==> src/rtl/viterbi_pkg.sv <==
// Shared definitions for the convolutional encoder and the Viterbi decoder.
// Both ends of the link import the same code constants so the trellis agrees.
//
// Contents:
//   K, M          constraint length and number of memory bits
//   G0_OCT/G1_OCT generator polynomials in octal (bit i taps register bit i)
//   enc_state_t   encoder framing FSM states
//   conv_sym      one rate-1/2 encode step for a K-bit shift register image
package viterbi_pkg;

    localparam int         K      = 3;
    localparam int         M      = K - 1;
    localparam logic [7:0] G0_OCT = 8'o07;
    localparam logic [7:0] G1_OCT = 8'o05;

    typedef enum logic {
        DATA = 1'b0,
        TAIL = 1'b1
    } enc_state_t;

    // sr = {state[M-1:0], new_bit}; returns {g0 parity, g1 parity}.
    function automatic logic [1:0] conv_sym(logic [K-1:0] sr);
        logic [K-1:0] g0;
        logic [K-1:0] g1;
        g0 = G0_OCT[K-1:0];
        g1 = G1_OCT[K-1:0];
        return {^(sr & g0), ^(sr & g1)};
    endfunction

endpackage

==> src/rtl/conv_encoder_framer.sv <==
// Rate-1/2 convolutional encoder with frame tail insertion.
// Accepts one information bit per input handshake and emits one 2-bit symbol
// per output handshake. After the bit flagged in_bit_last, M zero tail bits
// are encoded so the decoder trellis terminates in state 0.
//
// Ports:
//   clk           rising-edge clock
//   rst           asynchronous active-high reset
//   in_bit_valid  upstream bit valid
//   in_bit_ready  block accepts a bit this cycle
//   in_bit        information bit
//   in_bit_last   marks the final information bit of a frame
//   sym_valid     output symbol valid
//   sym_ready     downstream ready
//   sym           encoded symbol {g0 parity, g1 parity}
//   sym_last      marks the final tail symbol of a frame
//   busy          high from first accepted bit until the last tail symbol fires
module conv_encoder_framer
    import viterbi_pkg::enc_state_t;
    import viterbi_pkg::DATA;
    import viterbi_pkg::TAIL;
#(
    parameter int         K      = viterbi_pkg::K,
    parameter logic [7:0] G0_OCT = viterbi_pkg::G0_OCT,
    parameter logic [7:0] G1_OCT = viterbi_pkg::G1_OCT
) (
    input  logic       clk,
    input  logic       rst,
    input  logic       in_bit_valid,
    output logic       in_bit_ready,
    input  logic       in_bit,
    input  logic       in_bit_last,
    output logic       sym_valid,
    input  logic       sym_ready,
    output logic [1:0] sym,
    output logic       sym_last,
    output logic       busy
);

    localparam int M   = K - 1;
    localparam int TCW = $clog2(M) + 1;

    // Same computation as viterbi_pkg::conv_sym, but bound to this instance's
    // parameters so a non-default code still encodes consistently.
    function automatic logic [1:0] encode(logic [K-1:0] sr);
        logic [K-1:0] g0;
        logic [K-1:0] g1;
        g0 = G0_OCT[K-1:0];
        g1 = G1_OCT[K-1:0];
        return {^(sr & g0), ^(sr & g1)};
    endfunction

    enc_state_t       fsm;
    logic [M-1:0]     state;
    logic [TCW-1:0]   tail_cnt;

    logic             load_ok;
    logic             fire;
    logic             tail_go;
    logic             sym_fire;
    logic [K-1:0]     sr_data;
    logic [K-1:0]     sr_tail;

    // Output register may take a new symbol when empty or being drained now.
    assign load_ok  = !sym_valid || sym_ready;
    // Held low during reset so nothing upstream is consumed while rst is high.
    assign in_bit_ready = !rst && (fsm == DATA) && load_ok;
    assign fire     = in_bit_valid && in_bit_ready;
    assign tail_go  = (fsm == TAIL) && load_ok;
    assign sym_fire = sym_valid && sym_ready;

    assign sr_data = {state, in_bit};
    assign sr_tail = {state, 1'b0};

    always_ff @(posedge clk or posedge rst) begin
        if (rst) begin
            fsm       <= DATA;
            state     <= '0;
            tail_cnt  <= '0;
            sym       <= '0;
            sym_valid <= 1'b0;
            sym_last  <= 1'b0;
            busy      <= 1'b0;
        end else begin
            // Clear first so a new frame's first fire on the same edge wins.
            if (sym_fire && sym_last) begin
                busy <= 1'b0;
            end

            if (fire) begin
                sym       <= encode(sr_data);
                state     <= sr_data[M-1:0];
                sym_valid <= 1'b1;
                sym_last  <= 1'b0;
                busy      <= 1'b1;
                if (in_bit_last) begin
                    fsm      <= TAIL;
                    tail_cnt <= '0;
                end
            end else if (tail_go) begin
                sym       <= encode(sr_tail);
                state     <= sr_tail[M-1:0];
                sym_valid <= 1'b1;
                tail_cnt  <= tail_cnt + 1'b1;
                if (tail_cnt == TCW'(M - 1)) begin
                    // M zeros have flushed the register, so state is 0 here.
                    sym_last <= 1'b1;
                    fsm      <= DATA;
                end else begin
                    sym_last <= 1'b0;
                end
            end else if (sym_fire) begin
                sym_valid <= 1'b0;
                sym_last  <= 1'b0;
            end
        end
    end

endmodule

==> config.mk <==
export PLATFORM = sky130hd
export DESIGN_NAME = conv_encoder_framer
export DESIGN_NICKNAME = d
export VERILOG_FILES = /design/src/rtl/viterbi_pkg.sv /design/src/rtl/conv_encoder_framer.sv
export SDC_FILE = /design/constraint.sdc
export NUM_CORES = 1
export LEC_CHECK = 0
export ABC_AREA = 1
export BUFFER_PORTS_ARGS = -buffer_cell sky130_fd_sc_hd__buf_4
export CORE_AREA = 2 2 39 41
export DETAILED_ROUTE_END_ITERATION = 6
export DIE_AREA = 0 0 41 43
export PLACE_DENSITY = 0.65
export SYNTH_ARGS = -nofsm -noshare
export SYNTH_HDL_FRONTEND = slang
export SYNTH_SLANG_ARGS = --single-unit
==> constraint.sdc <==
create_clock -name clk -period 2.8 [get_ports clk]
set_clock_uncertainty 0.15 [all_clocks]
set_input_delay 0.7 -clock clk [delete_from_list [all_inputs] [get_ports clk]]
set_output_delay 0.7 -clock clk [all_outputs]
set_load 0.1 [all_outputs]
==> results <==
- The count of nets left with antenna violations once routing finished came out at 0.
- The CTS tree is yes.
- Setup repair after global routing left no endpoint under its margin.
- Setup total negative slack on the finished layout was measured at 0 ns.
- The sum of net half-perimeters after detailed placement is 687 microns.
- The summed instance area of the synthesized netlist is 503 sq um.
- The number of design rule violations left after detail routing is 0.
- The critical path's most frequent cell is sky130_fd_sc_hd__buf_4.
- The largest fanout on the critical path is 2.
- A synthesized cell averages 8.38 sq um.
- Buffers added to address setup during post-CTS repair amount to 0.
- The detailed-routed wire length on met3 is 62 microns.
- The clock period could shrink to 2.22 ns.
- In the synthesized netlist, the number of instances is 60.
- The detailed-route wire length on metal 1 is 486 microns.
- Dividing the final minimum period by the clock period gives 0.793.
- The count of standard-cell rows is 14.
- The slowest stage of the critical path belongs to the cell sky130_fd_sc_hd__buf_4.
- The region available for standard cell placement spans 0.00138 sq mm.
- Max-cap violations in this run came to 0.
- The total clock sinks is 10.
- The number of port buffers is 11.
- The maximum achievable frequency is 450 MHz.
- Summed over all layers, the global routing overflow is 0.
- The number of failing setup endpoints in the final timing report is 0.
- Compared with the post-synthesis result, the final layout area differs by 24.9%.
- The number of different library cells in the post-synthesis netlist is 15.
- The worst pin sits at a relative slew slack of 0.729.
- The actual transition at the worst max-transition pin is 0.406 ns.
- The number of antenna violations at the first check in global routing was 0.
- The count of pins over their slew limit is 0.
- The total routing usage reported by global routing is 0.134.
- Once placement finished, the instance area stood at 606 sq um.
- STA classifies the critical path startpoint as an input port.
- The x dimension of the die is 41 microns.
- The count of fill cells added during filler insertion is 144.
- CTS built an H-tree with a depth of 1.
- The global-route wire length before repair is 1.53 mm.
- The later pin in the worst-skew pair is clocked with a latency of 0.27 ns.
- STA puts the critical path data required time at 1.95 ns.
- Across all register-to-register paths, the minimum setup slack is 1.48 ns.
- Grouping stages by cell kind, the critical path spends the most delay in buffers and inverters.
- The number of warning messages in the yosys log is 0.
- The peak per-stage delay on the critical path is 0.29 ns.
- The final hold violation count is 0.
- For the worst setup path, the data arrival time is 1.37 ns.
- Buffers inserted to repair hold after CTS numbered 0.
- In the final routed layout, each cell accounts on average for 10.2 microns.
- In the routed layout, each cell is associated on average with a via count of 4.31.
- Counting every net in the synthesized netlist gives 67.
- The signal on the critical path passes through buf_4, nor2_2, nand2_2, inv_2, buf_4.
- The number of clock buffers inserted by TritonCTS is 3.
- The largest buffer count on any clock path is 2.
- The overall routed net length is 919 microns.
- The area fraction of the dominant cell type after synthesis is 0.498.
- After routing the design area is 628 sq um.
- The first TritonRoute pass finished after 4 iterations.
- Of all cell types, the one taking the most synthesized area is sky130_fd_sc_hd__dfrtp_1.
- Yosys attributes the largest share of cell area to sky130_fd_sc_hd__dfrtp_1 50%, sky130_fd_sc_hd__nand2_1 15%, sky130_fd_sc_hd__inv_1 6.0%.
- The number of nets at the end of the flow is 83.
- The worst setup path is of the input port to primary output kind.
- After detailed routing, the met2 layer carries 342 microns of wire.
- The worst register-to-register path ends at tail_cnt[1].
- The die covers 0.00176 sq mm.
- The I/O pin total is 12.
- The count of instances resized after the clock tree is built is 0.
- The endpoint class of the critical path is a primary output.
- The antenna diode count is 0.
- The pin count of the biggest net entering global routing is 11.
- The total buffers and inverters traversed by the critical path is 3.
- The uppermost layer routed is met4.
- The initial core utilization is 0.363.
- The worst hold path class is input port to asynchronous set/reset pin.
- The number of cells on the worst reg-to-reg path is 6.
- For this block, the initial DRC count from the detailed router was 2.
- The share of cells above drive strength 1 is 0.311.
- The height of the chip is 43 microns.
- The number of global-route vias before repair was 380.
- The congestion estimate from routability-driven global placement came to 0.709.
- In this run, synthesis produced a sequential element count of 10.
- The run finished with clean final reports.
- Clock-pin slew was measured on the worst setup and hold paths at 0.07 ns.
- The share of the Yosys chip area taken by registers is 0.498.
- The startpoint identified for the worst register-to-register timing path is fsm.
- Detailed routing inserted a total of 388 vias.
- Clock tree synthesis selected as its root buffer the cell sky130_fd_sc_hd__clkbuf_4.
## worst max path at each step
stage,to,startpoint,depth (start not counted)
detailed placement,in_bit_ready,rst,5
global placement,in_bit_ready,rst,5
finish,in_bit_ready,rst,5
global route,in_bit_ready,rst,5
CTS,in_bit_ready,rst,5
floorplan,in_bit_ready,sym_valid,3
## registers in the layout (all words and copies together) (netlist names)
| name | flops |
|---|---|
| state | 2 |
| sym | 2 |
| tail_cnt | 2 |
| busy | 1 |
| fsm | 1 |
| sym_last | 1 |
| sym_valid | 1 |
## cells in the mapped netlist
cell,instances
sky130_fd_sc_hd__nand2_1,20
sky130_fd_sc_hd__dfrtp_1,10
sky130_fd_sc_hd__inv_1,8
sky130_fd_sc_hd__nand3_1,4
sky130_fd_sc_hd__nand2_2,3
sky130_fd_sc_hd__o21ai_0,3
sky130_fd_sc_hd__nand2_4,2
sky130_fd_sc_hd__nor2_2,2
sky130_fd_sc_hd__xor2_1,2
sky130_fd_sc_hd__a21boi_1,1
sky130_fd_sc_hd__ha_1,1
sky130_fd_sc_hd__inv_2,1
sky130_fd_sc_hd__inv_4,1
sky130_fd_sc_hd__nand4_1,1
sky130_fd_sc_hd__o21ai_1,1
## per-layer routing
metal,GRT usage,vias up
li1,-,213
met1,0.185,159
met2,0.166,12
met3,0.0471,4
met4,0.100,0
met5,0,-
## cell families after synthesis
kind of cell | after synthesis | synth area share
xor gates and xnor gates | 2 | 0.0348
buffers and inverters | 10 | 0.0796
AOI/OAI and AO/OA | 5 | 0.0547
DFF | 10 | 0.498
adders and majority gates | 1 | 0.0249
and+or+nand+nor | 32 | 0.308
## per-stage QoR
stage / setup slack (ns) / utilization / hold slack [ns] / instances
floorplan: 0.499 / - / 0.317 / 60
global placement: 0.593 / 0.438 / 0.316 / 87
detailed placement: 0.578 / 0.438 / 0.325 / 87
CTS: 0.578 / 0.454 / 0.281 / 90
global route: 0.521 / 0.454 / 0.321 / 90
finish: 0.579 / 0.454 / 0.280 / 90
## area by class of cell
type,count,area (sq um),share of cell area
clock buffers,3,22.5,0.0359
inverters,10,40.0,0.0637
multi-input cells,40,213,0.339
flip-flops and latches,10,250,0.398
well taps,16,20.0,0.0319
repair buffers,11,82.6,0.131
## worst register-to-register path, cell delays in order (launching register included)
cell	delay (ns)
sky130_fd_sc_hd__dfrtp_1	0.41
sky130_fd_sc_hd__nor2_2	0.16
sky130_fd_sc_hd__nand2_2	0.08
sky130_fd_sc_hd__nor2_2	0.14
sky130_fd_sc_hd__nand2_1	0.11
sky130_fd_sc_hd__nand3_1	0.07
sky130_fd_sc_hd__o21ai_0	0.08
## cell usage in the layout, fill, tap and decap left out, types with 2 or more instances in the layout
cell and instances:
sky130_fd_sc_hd__o21ai_0 3, sky130_fd_sc_hd__clkbuf_4 3, sky130_fd_sc_hd__inv_1 8, sky130_fd_sc_hd__xor2_1 2, sky130_fd_sc_hd__nand2_1 20, sky130_fd_sc_hd__nand2_2 3, sky130_fd_sc_hd__buf_4 11, sky130_fd_sc_hd__nand2_4 2
sky130_fd_sc_hd__nand3_1 4, sky130_fd_sc_hd__dfrtp_1 10, sky130_fd_sc_hd__nor2_2 2
Power is not shown: default switching activity piles up to over one toggle a cycle in this logic, so the estimate is an artifact.
